==> config.mk <==
export PLATFORM = sky130hd
export DESIGN_NAME = mhp_rx_payload_deframer
export DESIGN_NICKNAME = d
export VERILOG_FILES = /design/src/rtl/mhp_rx_payload_deframer.sv
export SDC_FILE = /design/constraint.sdc
export NUM_CORES = 1
export LEC_CHECK = 0
export BUFFER_PORTS_ARGS = -buffer_cell sky130_fd_sc_hd__buf_2
export CAP_MARGIN = 25
export CORE_UTILIZATION = 45
export CTS_BUF_LIST = sky130_fd_sc_hd__clkbuf_16
export DETAILED_ROUTE_END_ITERATION = 8
export GPL_TIMING_DRIVEN = 1
export PLACE_DENSITY = 0.76
export SLEW_MARGIN = 20
export SYNTH_ARGS = -nofsm -noshare
export SYNTH_HDL_FRONTEND = slang
export SYNTH_SLANG_ARGS = --single-unit
==> constraint.sdc <==
create_clock -name i_clk -period 8.86 [get_ports i_clk]
set_clock_uncertainty 0.1 [all_clocks]
set_input_delay 2.658 -clock i_clk [delete_from_list [all_inputs] [get_ports i_clk]]
set_output_delay 2.658 -clock i_clk [all_outputs]
set_load 0.02 [all_outputs]
==> src/rtl/mhp_rx_payload_deframer.sv <==
// Delimits, descrambles and SOP/EOP-marks the MHP receive payload, flagging length errors; outputs registered, 1 cycle after the input byte.
// No backpressure: one byte per cycle is always accepted; surplus bytes after a packet closes are dropped.
module mhp_rx_payload_deframer #(
    parameter int          DATA_WIDTH = 8,
    parameter int          GAP_CYCLES = 16,
    parameter logic [15:0] ZERO_SEED  = 16'hFFFF
) (
    input  logic                  i_clk,
    input  logic                  i_rst,
    input  logic [63:0]           i_header,
    input  logic                  i_rx_mhp_valid,
    input  logic [DATA_WIDTH-1:0] i_rx_mhp_data,
    output logic                  o_valid,
    output logic [DATA_WIDTH-1:0] o_data,
    output logic                  o_sop,
    output logic                  o_eop,
    output logic                  o_pkt_done,
    output logic                  o_len_err,
    output logic [7:0]            o_task_number,
    output logic [7:0]            o_segment_index,
    output logic [7:0]            o_segments_number
);

    localparam int GW = $clog2(GAP_CYCLES + 1);

    typedef enum logic [1:0] {IDLE, PAYLOAD, TAIL} state_t;

    state_t                state, state_n;
    logic [10:0]           cnt, cnt_n;
    logic [10:0]           size, size_n;
    logic                  scr_en, scr_en_n;
    logic [15:0]           lfsr, lfsr_n;
    logic [GW-1:0]         gap, gap_n;
    logic                  ovr_seen, ovr_seen_n;

    logic                  valid_n, sop_n, eop_n, done_n, err_n;
    logic [DATA_WIDTH-1:0] data_n;
    logic [7:0]            task_n, seg_idx_n, seg_num_n;

    logic                  hdr_scr;
    logic [15:0]           hdr_seed, seed_eff;
    logic [10:0]           hdr_size;
    logic [10:0]           cnt_inc;
    logic [GW-1:0]         gap_inc;
    logic                  gap_hit;
    logic                  unused_hdr_bits;

    assign hdr_scr         = i_header[61];
    assign hdr_seed        = i_header[55:40];
    assign hdr_size        = i_header[15:5];
    assign seed_eff        = (hdr_seed == 16'h0000) ? ZERO_SEED : hdr_seed;
    assign unused_hdr_bits = ^{i_header[63:62], i_header[60:56], i_header[4:0]};

    assign cnt_inc = cnt + 11'd1;
    assign gap_inc = (gap < GW'(GAP_CYCLES)) ? gap + 1'b1 : gap;
    assign gap_hit = (gap_inc == GW'(GAP_CYCLES));

    // Eight Fibonacci steps per byte; the low byte of the result is the next keystream byte.
    function automatic logic [15:0] lfsr_adv8(input logic [15:0] l);
        logic [15:0] r;
        r = l;
        for (int i = 0; i < 8; i++) begin
            r = {r[14:0], r[15] ^ r[13] ^ r[12] ^ r[10]};
        end
        return r;
    endfunction

    always_comb begin
        state_n    = state;
        cnt_n      = cnt;
        size_n     = size;
        scr_en_n   = scr_en;
        lfsr_n     = lfsr;
        gap_n      = gap;
        ovr_seen_n = ovr_seen;
        valid_n    = 1'b0;
        data_n     = o_data;
        sop_n      = 1'b0;
        eop_n      = 1'b0;
        done_n     = 1'b0;
        err_n      = 1'b0;
        task_n     = o_task_number;
        seg_idx_n  = o_segment_index;
        seg_num_n  = o_segments_number;

        case (state)
            IDLE: begin
                gap_n = '0;
                if (i_rx_mhp_valid) begin
                    size_n    = hdr_size;
                    scr_en_n  = hdr_scr;
                    seg_num_n = i_header[39:32];
                    seg_idx_n = i_header[31:24];
                    task_n    = i_header[23:16];
                    lfsr_n    = lfsr_adv8(seed_eff);
                    if (hdr_size == 11'd0) begin
                        // Error already reported here, so the tail must not flag overrun again.
                        done_n     = 1'b1;
                        err_n      = 1'b1;
                        ovr_seen_n = 1'b1;
                        cnt_n      = 11'd0;
                        state_n    = TAIL;
                    end else begin
                        valid_n = 1'b1;
                        data_n  = i_rx_mhp_data ^ (hdr_scr ? seed_eff[DATA_WIDTH-1:0] : '0);
                        sop_n   = 1'b1;
                        cnt_n   = 11'd1;
                        if (hdr_size == 11'd1) begin
                            eop_n      = 1'b1;
                            done_n     = 1'b1;
                            ovr_seen_n = 1'b0;
                            state_n    = TAIL;
                        end else begin
                            state_n = PAYLOAD;
                        end
                    end
                end
            end

            PAYLOAD: begin
                if (i_rx_mhp_valid) begin
                    gap_n   = '0;
                    valid_n = 1'b1;
                    data_n  = i_rx_mhp_data ^ (scr_en ? lfsr[DATA_WIDTH-1:0] : '0);
                    lfsr_n  = lfsr_adv8(lfsr);
                    cnt_n   = cnt_inc;
                    if (cnt_inc == size) begin
                        eop_n      = 1'b1;
                        done_n     = 1'b1;
                        ovr_seen_n = 1'b0;
                        state_n    = TAIL;
                    end
                end else if (gap_hit) begin
                    done_n  = 1'b1;
                    err_n   = 1'b1;
                    gap_n   = '0;
                    state_n = IDLE;
                end else begin
                    gap_n = gap_inc;
                end
            end

            TAIL: begin
                if (i_rx_mhp_valid) begin
                    gap_n = '0;
                    if (!ovr_seen) begin
                        err_n      = 1'b1;
                        ovr_seen_n = 1'b1;
                    end
                end else if (gap_hit) begin
                    gap_n   = '0;
                    state_n = IDLE;
                end else begin
                    gap_n = gap_inc;
                end
            end

            default: state_n = IDLE;
        endcase
    end

    always_ff @(posedge i_clk or posedge i_rst) begin
        if (i_rst) begin
            state             <= IDLE;
            cnt               <= '0;
            size              <= '0;
            scr_en            <= 1'b0;
            lfsr              <= ZERO_SEED;
            gap               <= '0;
            ovr_seen          <= 1'b0;
            o_valid           <= 1'b0;
            o_data            <= '0;
            o_sop             <= 1'b0;
            o_eop             <= 1'b0;
            o_pkt_done        <= 1'b0;
            o_len_err         <= 1'b0;
            o_task_number     <= '0;
            o_segment_index   <= '0;
            o_segments_number <= '0;
        end else begin
            state             <= state_n;
            cnt               <= cnt_n;
            size              <= size_n;
            scr_en            <= scr_en_n;
            lfsr              <= lfsr_n;
            gap               <= gap_n;
            ovr_seen          <= ovr_seen_n;
            o_valid           <= valid_n;
            o_data            <= data_n;
            o_sop             <= sop_n;
            o_eop             <= eop_n;
            o_pkt_done        <= done_n;
            o_len_err         <= err_n;
            o_task_number     <= task_n;
            o_segment_index   <= seg_idx_n;
            o_segments_number <= seg_num_n;
        end
    end

endmodule

-- Word level (Yosys, flattened, before mapping)
Cells that the tools add are included.
- memories kept: 0
- register bits after elaboration: 84
- output and inout port bits: 37
- logic and storage cells: 149
- input port bits: 75
- bits in latches: 0
- RAM bits: 0
- memory bits (read-only): 0
- bitwise gates (word level): 50
- add/subtract/negate cells: 2
- shift-type cells: 0
- multiply operators: 0
- $lt $le $gt $ge: 1
- reductions and logical operators: 12
- divide/modulo/power cells: 0
- equality and inequality tests: 13
- mux-type cells: 55
- operators with widths (cell ; count):
    $mux 16 ; 3
    $xor 1x1->1 ; 48
    $mux 8 ; 5
    $pmux 16 s2 ; 1
    $mux 1 ; 25
    $mux 11 ; 2
    $pmux 11 s2 ; 1
    $logic_not 16->1 ; 1
    $pmux 8 s2 ; 1
    $xor 8x8->8 ; 2
    $mux 5 ; 3
    $mux 2 ; 7
    $ne 2x2->1 const B ; 6
    $add 11x1->11 const B ; 1
    $eq 11x1->1 const B ; 1
    $eq 11x11->1 ; 1
    $logic_not 11->1 ; 1
    $pmux 5 s2 ; 1
    $ne 3x3->1 const B ; 2
    $pmux 1 s2 ; 3
    $pmux 1 s3 ; 2
    $pmux 2 s3 ; 1
    $reduce_and 3->1 ; 2
    $reduce_and 6->1 ; 1
    11 further kinds ; 12

-- Longest topological paths before layout
Gate-level depths: netlist of the first run.
- depth after elaboration: 7
- gate-level depth with buffers: 9
- depth with buffers taken out: 8

-- Worst setup path after synthesis of the first run
Ideal clock, no wire load.
- path kind: in2reg
- from: input port i_header[9]
- to: register state[1]
- buffers on the path: 0
- setup time: 0.087 ns
- stages on the path: 5
- slack: 4.402 ns
- required time: 8.673 ns
- arrival: 4.271 ns
- path through: or4_1 > nor3_4 > a221oi_1 > or4b_2 > o211ai_1
- cells in the longest elaborated chain, start to end: 5
- elaborated cells on any way between the ends: 6
- classes of those cells: eq/ne: 1; mux: 4; reduce/logical: 1
- ends and longest elaborated chain (what ; RTL line ; text):
    start: declaration ; 10 ; input logic [63:0] i_header,
    $eq 11x1->1 ; 108 ; if (hdr_size == 11'd1) begin
    $mux 2 ; 108 ;
    $mux 2 (*) ; 96 ; if (hdr_size == 11'd0) begin
    $mux 2 (*) ; 89 ; if (i_rx_mhp_valid) begin
    $pmux 2 s3 (*) ; 86 ; case (state)
    end signal: assignment ; 181 ; state <= state_n;
    end: declaration ; 28 ; state_t state, state_n;
Every way passes the cells marked *; elsewhere a longest branch is shown, timed or not. The select of a mux whose other input is x is not followed.
A chain may end at the register's enable or synchronous reset.

-- Worst setup path after layout of the first run
- from: input port i_header[15]
- to: register o_data[1]
- cells in the longest elaborated chain, start to end: 3
- ends and longest elaborated chain (what ; RTL line ; text):
    $logic_not 11->1 ; 96 ;
    $ne 2x2->1 (no line) ; -- ;
    $reduce_and 4->1 (no line) ; -- ;
    end signal: assignment ; 189 ; o_data <= data_n;
    end: declaration ; 14 ; output logic [DATA_WIDTH-1:0] o_data,
No other way between the ends.

==> qor.yml, run 1 <==
total_power_uw: 2010
synth-edff-count: 0
track_usage_pct: 20.2
stdcell_area_sq_mm: 0.00579
r2r_slack_ns: 5.90
clock-root-buffer: "clkbuf_16"
power.leakage_uw: 0.00250
async_flop_share_pct: 100
die_area_sq_mm: 0.0113
crit_fanout: 8
via_per_inst: 5.51
setup_tns_ns: 0
dr_wl_met2_um: 5360
yosysWarningCount: 0
status: "finished clean"
syn-cell-area_sq_mm: 0.00488
grt_first_pass_wirelength_um: 18200
slew_violations: 0
num_rows: 37
synth_nets: 578
io_buffers: 99
antenna_found_initial: 0
placed_cell_area_sq_mm: 0.00546
hold_end: "lfsr[10]$_DFFE_PP1P_"
synthFlopType: "dfrtp_1"
drt_iter0_markers: 192
r2r-end: "state[1]$_DFFE_PP0P_"
coreArea_sq_mm: 0.0104
cts_tree: "done"
cts.clk_slew.worst_paths_ns: 0.06
cp_cell_sequence: "buf_2, or4_4, nor4_2, a21oi_1, mux2_2"
clockBufferDepth: 2
cts_hold_buf: 0
critPathMaxStageDelay_ns: 0.57
max_freq_mhz: 219
synth-seq-area-share_pct: 43.5
diodes: 0
die_w_um: 106
cts_setup_buffers: 0
dp_hpwl_um: 7760
ys_ff_latch: 84
hold_start: "lfsr[10]$_DFFE_PP1P_"
critPathKind: "in2reg"
worstMarginPinSlew_ns: 0.808
cts.sinks: 84
critPathRequiredTime_ns: 8.98
gp_congestion: 0.868
placed_cells: 709
worstHoldPathCells: 2
syn_inst: 496
cts_buffers: 9
grt_overflow_total: 0
drv_cap: 0
powerDensity_mw_per_mm2: 347
cp_num_buf_inv: 1
synthDistinctLibCells: 61
wl_um: 10700
slew_headroom_pct: 46.1
rsz0062_at_grt: "no"
syn_to_final_growth_pct: 18.6
nets: 666
worst_setup_path_end_kind: "register"
cts-resized-gates: 0
critPathLaunchType: "input port"
fin_crit_ns: 4.56
peakVddDrop_v: 0.000187
pin_count: 112
avgSynthCellArea_sq_um: 9.84
stdcell_count: 725
start_util_pct: 46.8
drc: 0
crit_slowest_cell: "or4_4"
hold_viol: 0
drive_gt1_share_pct: 32.8
insertion_delay_ns: 0.33
wl_met3_um: 574
top_layer: "met4"
num_vias: 3996
grt_pass1_vias: 3921
reg2reg_from: "state[1]$_DFFE_PP0P_"
wl_per_cell_um: 14.8
grt_start_max_net_pins: 85
worstPathArrival_ns: 4.68
setup_viol: 0
finalCritPeriodShare_pct: 51.5
hp-class: "reg2reg"
die_h_um: 106
m1WireLength_um: 4640
cpLargestDelayFamily: "simple AND/OR/NAND/NOR gates"
reg2reg_depth: 8
htreeDepth: 3
ant_nets: 0
drt-pass1-iter-count: 5
## flip-flops by register name (all words and copies together), names as in the netlist
register / count
scr_en: 1
o_segments_number: 8
ovr_seen: 1
o_valid: 1
size: 11
o_segment_index: 8
o_data: 8
cnt: 11
o_pkt_done: 1
state: 2
o_task_number: 8
lfsr: 16
gap: 5
o_eop: 1
o_sop: 1
o_len_err: 1
## worst max path at each step
stage	from	endpoint	slack [ns]	cells after the start
after floorplan	i_rst	cnt[0]$_DFFE_PP0P_	3.96	1
after global placement	i_header[15]	o_data[5]$_DFFE_PP0P_	3.95	5
after detailed placement	i_header[15]	o_data[5]$_DFFE_PP0P_	3.93	5
after CTS	i_header[15]	o_data[1]$_DFFE_PP0P_	4.29	5
after global routing	i_header[15]	o_data[5]$_DFFE_PP0P_	4.19	5
final	i_header[15]	o_data[1]$_DFFE_PP0P_	4.30	5
## layout make-up
type,instances,area [sq um]
Tap cell,136,170
Timing Repair Buffer,103,529
Fill cell,935,4630
Clock inverter,7,92.6
Multi-Input combinational cell,374,2600
Sequential cell,84,2120
Clock buffer,9,225
Inverter,12,46.3
## kinds of logic (layout without fill, tap and decap cells)
group,after synthesis,after routing,synth area share [%]
and+or+nand+nor,170,170,17.7
AOI/OAI and AO/OA,90,90,11.8
DFF,84,84,43.5
xor gates and xnor gates,57,57,10.2
muxes,50,50,11.6
buffers and inverters,38,131,3.26
adders and majority gates,7,7,1.80
## Yosys cell counts (2+ instances only)
cell type | count | area [sq um]
nand2_1 | 70 | 263
dfrtp_1 | 68 | 1700
mux2_2 | 44 | 495
xnor2_1 | 40 | 350
o21ai_0 | 39 | 195
nor2_1 | 29 | 109
clkbuf_1 | 18 | 67.6
xor2_1 | 17 | 149
dfstp_2 | 16 | 420
a21oi_1 | 15 | 75.1
nand3_1 | 13 | 65.1
inv_1 | 12 | 45.0
ha_1 | 7 | 87.6
nor4_1 | 7 | 43.8
nor3_1 | 6 | 30.0
mux2i_1 | 5 | 50.1
a211oi_1 | 4 | 30.0
and2_1 | 4 | 25.0
buf_1 | 4 | 15.0
nor2b_1 | 4 | 25.0
o211ai_1 | 4 | 30.0
o31ai_1 | 4 | 30.0
or4_1 | 4 | 30.0
nand2b_1 | 3 | 18.8
nand3b_1 | 3 | 22.5
nand4b_1 | 3 | 26.3
o22ai_1 | 3 | 18.8
o41ai_1 | 3 | 26.3
or3_1 | 3 | 18.8
a21o_1 | 2 | 15.0
a221oi_1 | 2 | 17.5
a311oi_1 | 2 | 17.5
and3_1 | 2 | 12.5
and4_1 | 2 | 17.5
buf_4 | 2 | 15.0
nand4_1 | 2 | 12.5
nor3b_1 | 2 | 15.0
o21a_1 | 2 | 15.0
o221ai_1 | 2 | 17.5
o311ai_0 | 2 | 17.5
or4b_2 | 2 | 20.0
## tightest hold or removal path, cell delays in order (launching register included)
cell	delay, ns
dfstp_2	0.38
nand2_1	0.05
nand2_1	0.04
## through the flow
stage	util, %	hold slack [ns]	worst slack, ns
CTS	55.5	0.387	4.29
detailed placement	52.4	0.379	3.93
global route	55.5	0.408	4.19
floorplan	-	0.356	3.96
global placement	52.4	0.366	3.95
finish	55.5	0.382	4.30
## metal layers
| layer | track usage (%) | up-vias |
|---|---|---|
| met4 | 6.55 | 0 |
| met3 | 4.29 | 15 |
| met5 | 0 | - |
| met2 | 34.6 | 118 |
| met1 | 25.3 | 1941 |
| li1 | - | 1922 |
## cell usage in the layout (no fill, tap or decap), types with 3 or more instances in the layout
master / Yosys / final
a211oi_1: 4 / 4
a21oi_1: 15 / 15
and2_1: 4 / 4
buf_2: 1 / 99
buf_4: 2 / 3
clkbuf_16: 0 / 9
dfrtp_1: 68 / 68
dfstp_2: 16 / 16
ha_1: 7 / 7
inv_1: 12 / 13
mux2_2: 44 / 44
mux2i_1: 5 / 5
nand2_1: 70 / 69
nand2b_1: 3 / 3
nand3_1: 13 / 13
nand3b_1: 3 / 3
nand4b_1: 3 / 3
nor2_1: 29 / 29
nor2b_1: 4 / 4
nor3_1: 6 / 6
nor4_1: 7 / 7
o211ai_1: 4 / 4
o21ai_0: 39 / 39
o22ai_1: 3 / 3
o31ai_1: 4 / 4
o41ai_1: 3 / 3
or3_1: 3 / 3
or4_1: 4 / 4
xnor2_1: 40 / 40
xor2_1: 17 / 17
## where the power goes
part           internal (uW)  total (uW)  switching [uW]
Sequential               571         703             132
Clock                    246         396             149
Combinational            407         912             505
Power figures use the tool's default switching activity.
==> run 2: changes to the inputs <==
==> constraint.sdc (replaced) <==
create_clock -name i_clk -period 4.61 [get_ports i_clk]
set_clock_uncertainty 0.1 [all_clocks]
set_input_delay 1.383 -clock i_clk [delete_from_list [all_inputs] [get_ports i_clk]]
set_output_delay 1.383 -clock i_clk [all_outputs]
set_load 0.02 [all_outputs]
==> run 2 against run 1 <==
Sequential share of layout area increased by 0.087 points. Critical path depth is 1 higher. Clock power up 78%. Core utilization decreased by 0.13 points. Sequential power rose by 92%. Count of clock-buffer cells in the layout unchanged. Global-route usage up 0.15 points. Cell count rose by 0.28%. Power is 90% higher. Critical path type unchanged. Largest power group unchanged.
==> qor.yml, run 2 (synthesis gave the netlist of run 1 again) <==
crit_slowest_cell: "or4b_2"
drive_gt1_share_pct: 33.0  # +0.23 points
rsz0062_at_grt: "no"
clock-root-buffer: "clkbuf_16"
cts.clk_slew.worst_paths_ns: 0.06  # about the same
worstMarginPinSlew_ns: 0.824  # +0.0153 ns
drt_iter0_markers: 174  # -9.4%
htreeDepth: 3  # unchanged
clockBufferDepth: 2  # unchanged
timing.critical_path.from: "i_header[9]"
cts-resized-gates: 0  # unchanged
start_util_pct: 46.8  # unchanged
endpoint: "state[1]$_DFFE_PP0P_"
r2r_slack_ns: 1.61  # -4.29 ns
cp_num_buf_inv: 1  # unchanged
worstPathArrival_ns: 3.29  # -1.39 ns
cp_cell_sequence: "buf_2, or4_1, nor3_4, a221oi_1, or4b_2, o211ai_1"
most-common-layout-cells: "99 x buf_2, 69 x nand2_1, 68 x dfrtp_1, 44 x mux2_2, 40 x xnor2_1"
cts_setup_buffers: 0  # unchanged
largest_reg_flops: 16  # unchanged
num_vias: 4000  # +0.10%
critPathMaxStageDelay_ns: 0.65  # +0.08 ns
syn_to_final_growth_pct: 18.3
cpLargestDelayFamily: "simple AND/OR/NAND/NOR gates"
cts_hold_buf: 0  # unchanged
track_usage_pct: 20.3  # +0.15 points
dp_hpwl_um: 7960  # +2.5%
antenna_found_initial: 0  # unchanged
critPathLaunchType: "input port"
ff_latch_area_sq_mm: 0.00212  # unchanged
cts_buffers: 9  # unchanged
powerDensity_mw_per_mm2: 662  # +90%
worst_setup_path_end_kind: "register"
slew_violations: 0  # unchanged
reg2reg_depth: 8  # unchanged
grt_start_max_net_pins: 43  # -49%
r2r-end: "state[1]$_DFFE_PP0P_"
critPathKind: "in2reg"
drv_cap: 0  # unchanged
coreArea_sq_mm: 0.0104  # unchanged
pin_count: 112  # unchanged
grt_pass1_vias: 3976  # +1.4%
total_power_uw: 3820  # +90%
drc: 0  # unchanged
final_common_cell: "buf_2"
critPathRequiredTime_ns: 4.76  # -4.22 ns
power.leakage_uw: 0.00249  # -0.37%
ant_nets: 0  # unchanged
crit_cells: 6  # +1
hold_start: "lfsr[9]$_DFFE_PP1P_"
largestRegisters: "lfsr x16, cnt x11, size x11"
fill_cells: 946  # +1.2%
insertion_delay_ns: 0.34  # about the same
slew_headroom_pct: 45.1  # -1.0 points
cts.sinks: 84  # unchanged
setup_viol: 0  # unchanged
fin_crit_ns: 3.14
gp_congestion: 0.933  # +7.5%
crit_fanout: 5  # -3
io_buffers: 99  # unchanged
die_h_um: 106  # unchanged
max_freq_mhz: 319
peakVddDrop_v: 0.000337  # +81%
die_w_um: 106  # unchanged
drt-pass1-iter-count: 6  # +1
grt_overflow_total: 0  # unchanged
placed_cell_area_sq_mm: 0.00548  # +0.27%
status: "finished clean"
finalCritPeriodShare_pct: 68.0
diodes: 0  # unchanged
setup_tns_ns: 0  # unchanged
nets: 668  # +0.30%
via_per_inst: 5.50  # -0.18%
cts_tree: "done"
grt_first_pass_wirelength_um: 18300  # +0.34%
num_rows: 37  # unchanged
hold_viol: 0  # unchanged
top_register: "lfsr"
reg2reg_from: "state[1]$_DFFE_PP0P_"
die_area_sq_mm: 0.0113  # unchanged
whs_ns: 0.377  # -0.00553 ns
wl_um: 11000  # +2.5%
stdcell_area_sq_mm: 0.00577  # -0.24%
wl_per_cell_um: 15.1  # +2.2%
multi_input_comb_area_sq_mm: 0.00260  # unchanged
hp-class: "reg2reg"
[run 2: cell count changes in the layout (fill, tap and decap cells not counted), sizes merged]
cell    previous run  this run
clkinv             2         6
inv               14        11
buf              103       105
bufinv             2         1
[run 2: cell type report]
class	instances	share of cell area (%)
multi-input combinational	374	45.0
tap	136	2.95
inverter	12	0.802
timing repair buffer	105	9.36
clock inverter	7	1.17
sequential	84	36.8
clock buffer	9	3.90
[run 2: where the power goes]
part | total, uW | leakage (uW) | switching (uW) | internal, uW
clock | 706 | 0.000140 | 290 | 417
sequential | 1350 | 0.00101 | 253 | 1100
combinational | 1760 | 0.00135 | 980 | 782
[run 2: worst min path at each step]
stage | to | slack (ns) | cells past startpoint
global placement | lfsr[10]$_DFFE_PP1P_ | 0.37 | 2
global route | lfsr[8]$_DFFE_PP1P_ | 0.41 | 2
floorplan | lfsr[8]$_DFFE_PP1P_ | 0.36 | 2
CTS | lfsr[8]$_DFFE_PP1P_ | 0.38 | 2
detailed placement | lfsr[9]$_DFFE_PP1P_ | 0.37 | 2
finish | lfsr[9]$_DFFE_PP1P_ | 0.38 | 2
[run 2: worst min-delay path: stages (launching register included)]
cell and delay, ns:
dfstp_2 0.39, nand2_1 0.05, nand2_1 0.04
[run 2: per-stage QoR]
| stage | cells | util [%] | worst slack (ns) |
|---|---|---|---|
| finish | 727 | 55.4 | 1.47 |
| global route | 727 | 55.4 | 1.39 |
| CTS | 727 | 55.4 | 1.48 |
| detailed placement | 711 | 52.6 | 1.15 |
| global placement | 711 | 52.6 | 1.18 |
| floorplan | 496 | - | 0.988 |
[run 2: layer usage]
metal  vias to the layer above  track usage [%]  share of wire (%)
met5                         -                0                  0
met4                         0             8.63                2.1
met3                        25             4.23                6.4
met2                       155             33.5                 47
met1                      1899             25.9                 44
li1                       1921                -                  -
==> run 3: changes to the inputs <==
--- a/config.mk
+++ b/config.mk
@@ -11,7 +11,7 @@
 export CTS_BUF_LIST = sky130_fd_sc_hd__clkbuf_16
 export DETAILED_ROUTE_END_ITERATION = 8
 export GPL_TIMING_DRIVEN = 1
-export PLACE_DENSITY = 0.76
+export PLACE_DENSITY = 0.79
 export SLEW_MARGIN = 20
 export SYNTH_ARGS = -nofsm -noshare
 export SYNTH_HDL_FRONTEND = slang
==> constraint.sdc (replaced) <==
create_clock -name i_clk -period 2.6 [get_ports i_clk]
set_clock_uncertainty 0.1 [all_clocks]
set_input_delay 0.78 -clock i_clk [delete_from_list [all_inputs] [get_ports i_clk]]
set_output_delay 0.78 -clock i_clk [all_outputs]
set_load 0.02 [all_outputs]
==> run 3 against run 2 <==
Core utilization rose by 1.4 points. Critical path depth rose by 1. Combinational power rose by 83%. Via count rose by 0.75%. Flip-flop and latch count did not move. Routed wire length rose by 1.8%. Non-clock buffer count rose by 16. Clock power rose by 90%. Die area did not move. Power rose by 82%. Sequential power rose by 77%. Hold slack got worse by 0.011 ns. Critical endpoint unchanged. Highest routed layer unchanged.
==> qor.yml, run 3 (synthesis gave the netlist of run 1 again) <==
cts.sinks: 84  # unchanged
finalCritPeriodShare_pct: 95.5
power.internal_uw: 4240  # +85%
critPathKind: "reg2reg"
die_area_sq_mm: 0.0113  # unchanged
drv_cap: 0  # unchanged
diodes: 0  # unchanged
via_per_inst: 5.43  # -1.3%
antenna_found_initial: 0  # unchanged
drive_gt1_share_pct: 34.8  # +1.8 points
cts_tree: "done"
top_register: "lfsr"
max_freq_mhz: 403
drc: 0  # unchanged
cp_cell_sequence: "ha_2, nand4_2, nor4_1, a311oi_1, and2_0, or4_1, o211ai_1"
hold_viol: 0  # unchanged
final_common_cell: "buf_2"
critPathLaunchType: "register"
nets: 684  # +2.4%
gp_congestion: 0.939  # +0.63%
worstMarginPinSlew_ns: 0.610  # -0.213 ns
cts.clk_slew.worst_paths_ns: 0.06  # about the same
num_vias: 4030  # +0.75%
htreeDepth: 3  # unchanged
clock-root-buffer: "clkbuf_16"
final.setup.worst_slack_ns: 0.117  # -1.36 ns
insertion_delay_ns: 0.34  # about the same
cp_num_buf_inv: 0  # -1
clkPwrFrac_pct: 19.3  # +0.8 points
num_rows: 37  # unchanged
fin_crit_ns: 2.48
grt_overflow_total: 0  # unchanged
crit_fanout: 7  # +2
wl_per_cell_um: 15.1  # -0.25%
seq_power_share_pct: 34.3  # -1.1 points
p_comb_share_pct: 46.4  # +0.3 points
powerDensity_mw_per_mm2: 1170  # +78%
slew_violations: 0  # unchanged
pin_count: 112  # unchanged
setup_viol: 0  # unchanged
most-common-layout-cells: "99 x buf_2, 70 x nand2_1, 68 x dfrtp_1, 44 x mux2_2, 40 x xnor2_1"
cts_buffers: 9  # unchanged
hp-class: "in2async"
critPathRequiredTime_ns: 2.76  # -2.00 ns
syn_to_final_growth_pct: 21.4
postLayoutCoreUtil_pct: 56.8  # +1.4 points
die_h_um: 106  # unchanged
whs_ns: 0.366  # -0.0107 ns
crit_slowest_cell: "or4_1"
drt-pass1-iter-count: 4  # -2
clockBufferDepth: 2  # unchanged
setup_tns_ns: 0  # unchanged
peakVddDrop_v: 0.000665  # +97%
status: "finished clean"
rsz0062_at_grt: "no"
largestRegisters: "lfsr x16, cnt x11, size x11"
power.leakage_uw: 0.00258  # +3.5%
critPathMaxStageDelay_ns: 0.51  # -0.14 ns
worst_setup_path_end_kind: "register"
track_usage_pct: 20.6  # +0.26 points
grt_start_max_net_pins: 47  # +9.3%
grt_first_pass_wirelength_um: 18500  # +0.87%
cpLargestDelayFamily: "simple AND/OR/NAND/NOR gates"
p_sw_share_pct: 39.0  # -0.82 points
drt_iter0_markers: 294  # +69%
coreArea_sq_mm: 0.0104  # unchanged
cts_hold_buf: 0  # unchanged
die_w_um: 106  # unchanged
io_buffers: 99  # unchanged
start_util_pct: 46.8  # unchanged
slew_headroom_pct: 59.2  # +14 points
place_ws_ns: -0.176  # -1.32 ns
largest_reg_flops: 16  # unchanged
dp_hpwl_um: 8300  # +4.3%
worstPathArrival_ns: 2.64  # -0.65 ns
switchingPower_uw: 2720  # +78%
wl_um: 11200  # +1.8%
ant_nets: 0  # unchanged
grt_pass1_vias: 3950  # -0.65%
==> run 3: timing repair <==
item	4_1_cts	5_1_grt
hold endpoints to repair	0	0
setup endpoints to repair	0	2
buffers inserted	0	0
gates resized for setup	0	1
==> run 3: cell type report <==
type,instances,area [sq um]
fill,885,4500
multi-input combinational,374,2600
sequential,84,2120
timing repair buffer,121,673
clock buffer,9,225
tap,136,170
clock inverter,6,81.3
inverter,12,48.8
==> run 3: final timing paths <==
check | cells after the start | slack, ns | endpoint | startpoint
worst min register to register | 2 | 0.39 | lfsr[9]$_DFFE_PP1P_ | lfsr[9]$_DFFE_PP1P_
max in group asynchronous | 3 | 1.36 | lfsr[3]$_DFFE_PP1P_ | i_rst
min in group i_clk | 2 | 0.39 | lfsr[9]$_DFFE_PP1P_ | lfsr[9]$_DFFE_PP1P_
worst max register to register | 7 | 0.12 | state[1]$_DFFE_PP0P_ | cnt[1]$_DFFE_PP0P_
worst max-delay path | 7 | 0.12 | state[1]$_DFFE_PP0P_ | cnt[1]$_DFFE_PP0P_
worst min-delay path | 2 | 0.37 | o_data[1]$_DFFE_PP0P_ | i_rst
==> run 3: layer usage <==
metal,track usage (%),wire length (um)
met5,0,0
met4,6.75,163
met3,4.48,577
met2,33.6,5450
met1,27.2,4980
==> run 3: power groups by stage <==
stage / Clock, uW / Sequential [uW] / Combinational [uW]
2_1_floorplan: 0 / 2630 / 2080
6_report: 1340 / 2390 / 3220
3_5_place_dp: 0 / 2400 / 3210
5_1_grt: 1420 / 2470 / 3530
3_3_place_gp: 0 / 2360 / 3090
4_1_cts: 1360 / 2390 / 3220
==> run 3: metrics by stage <==
| step | area (sq um) | power (uW) | std cells |
|---|---|---|---|
| 4_1_cts | 5920 | 6970 | 742 |
| 6_report | 5920 | 6960 | 742 |
| 3_5_place_dp | 5610 | 5610 | 727 |
| 5_1_grt | 5920 | 7410 | 742 |
| 2_1_floorplan | 4880 | 4710 | 496 |
| 3_3_place_gp | 5610 | 5450 | 727 |
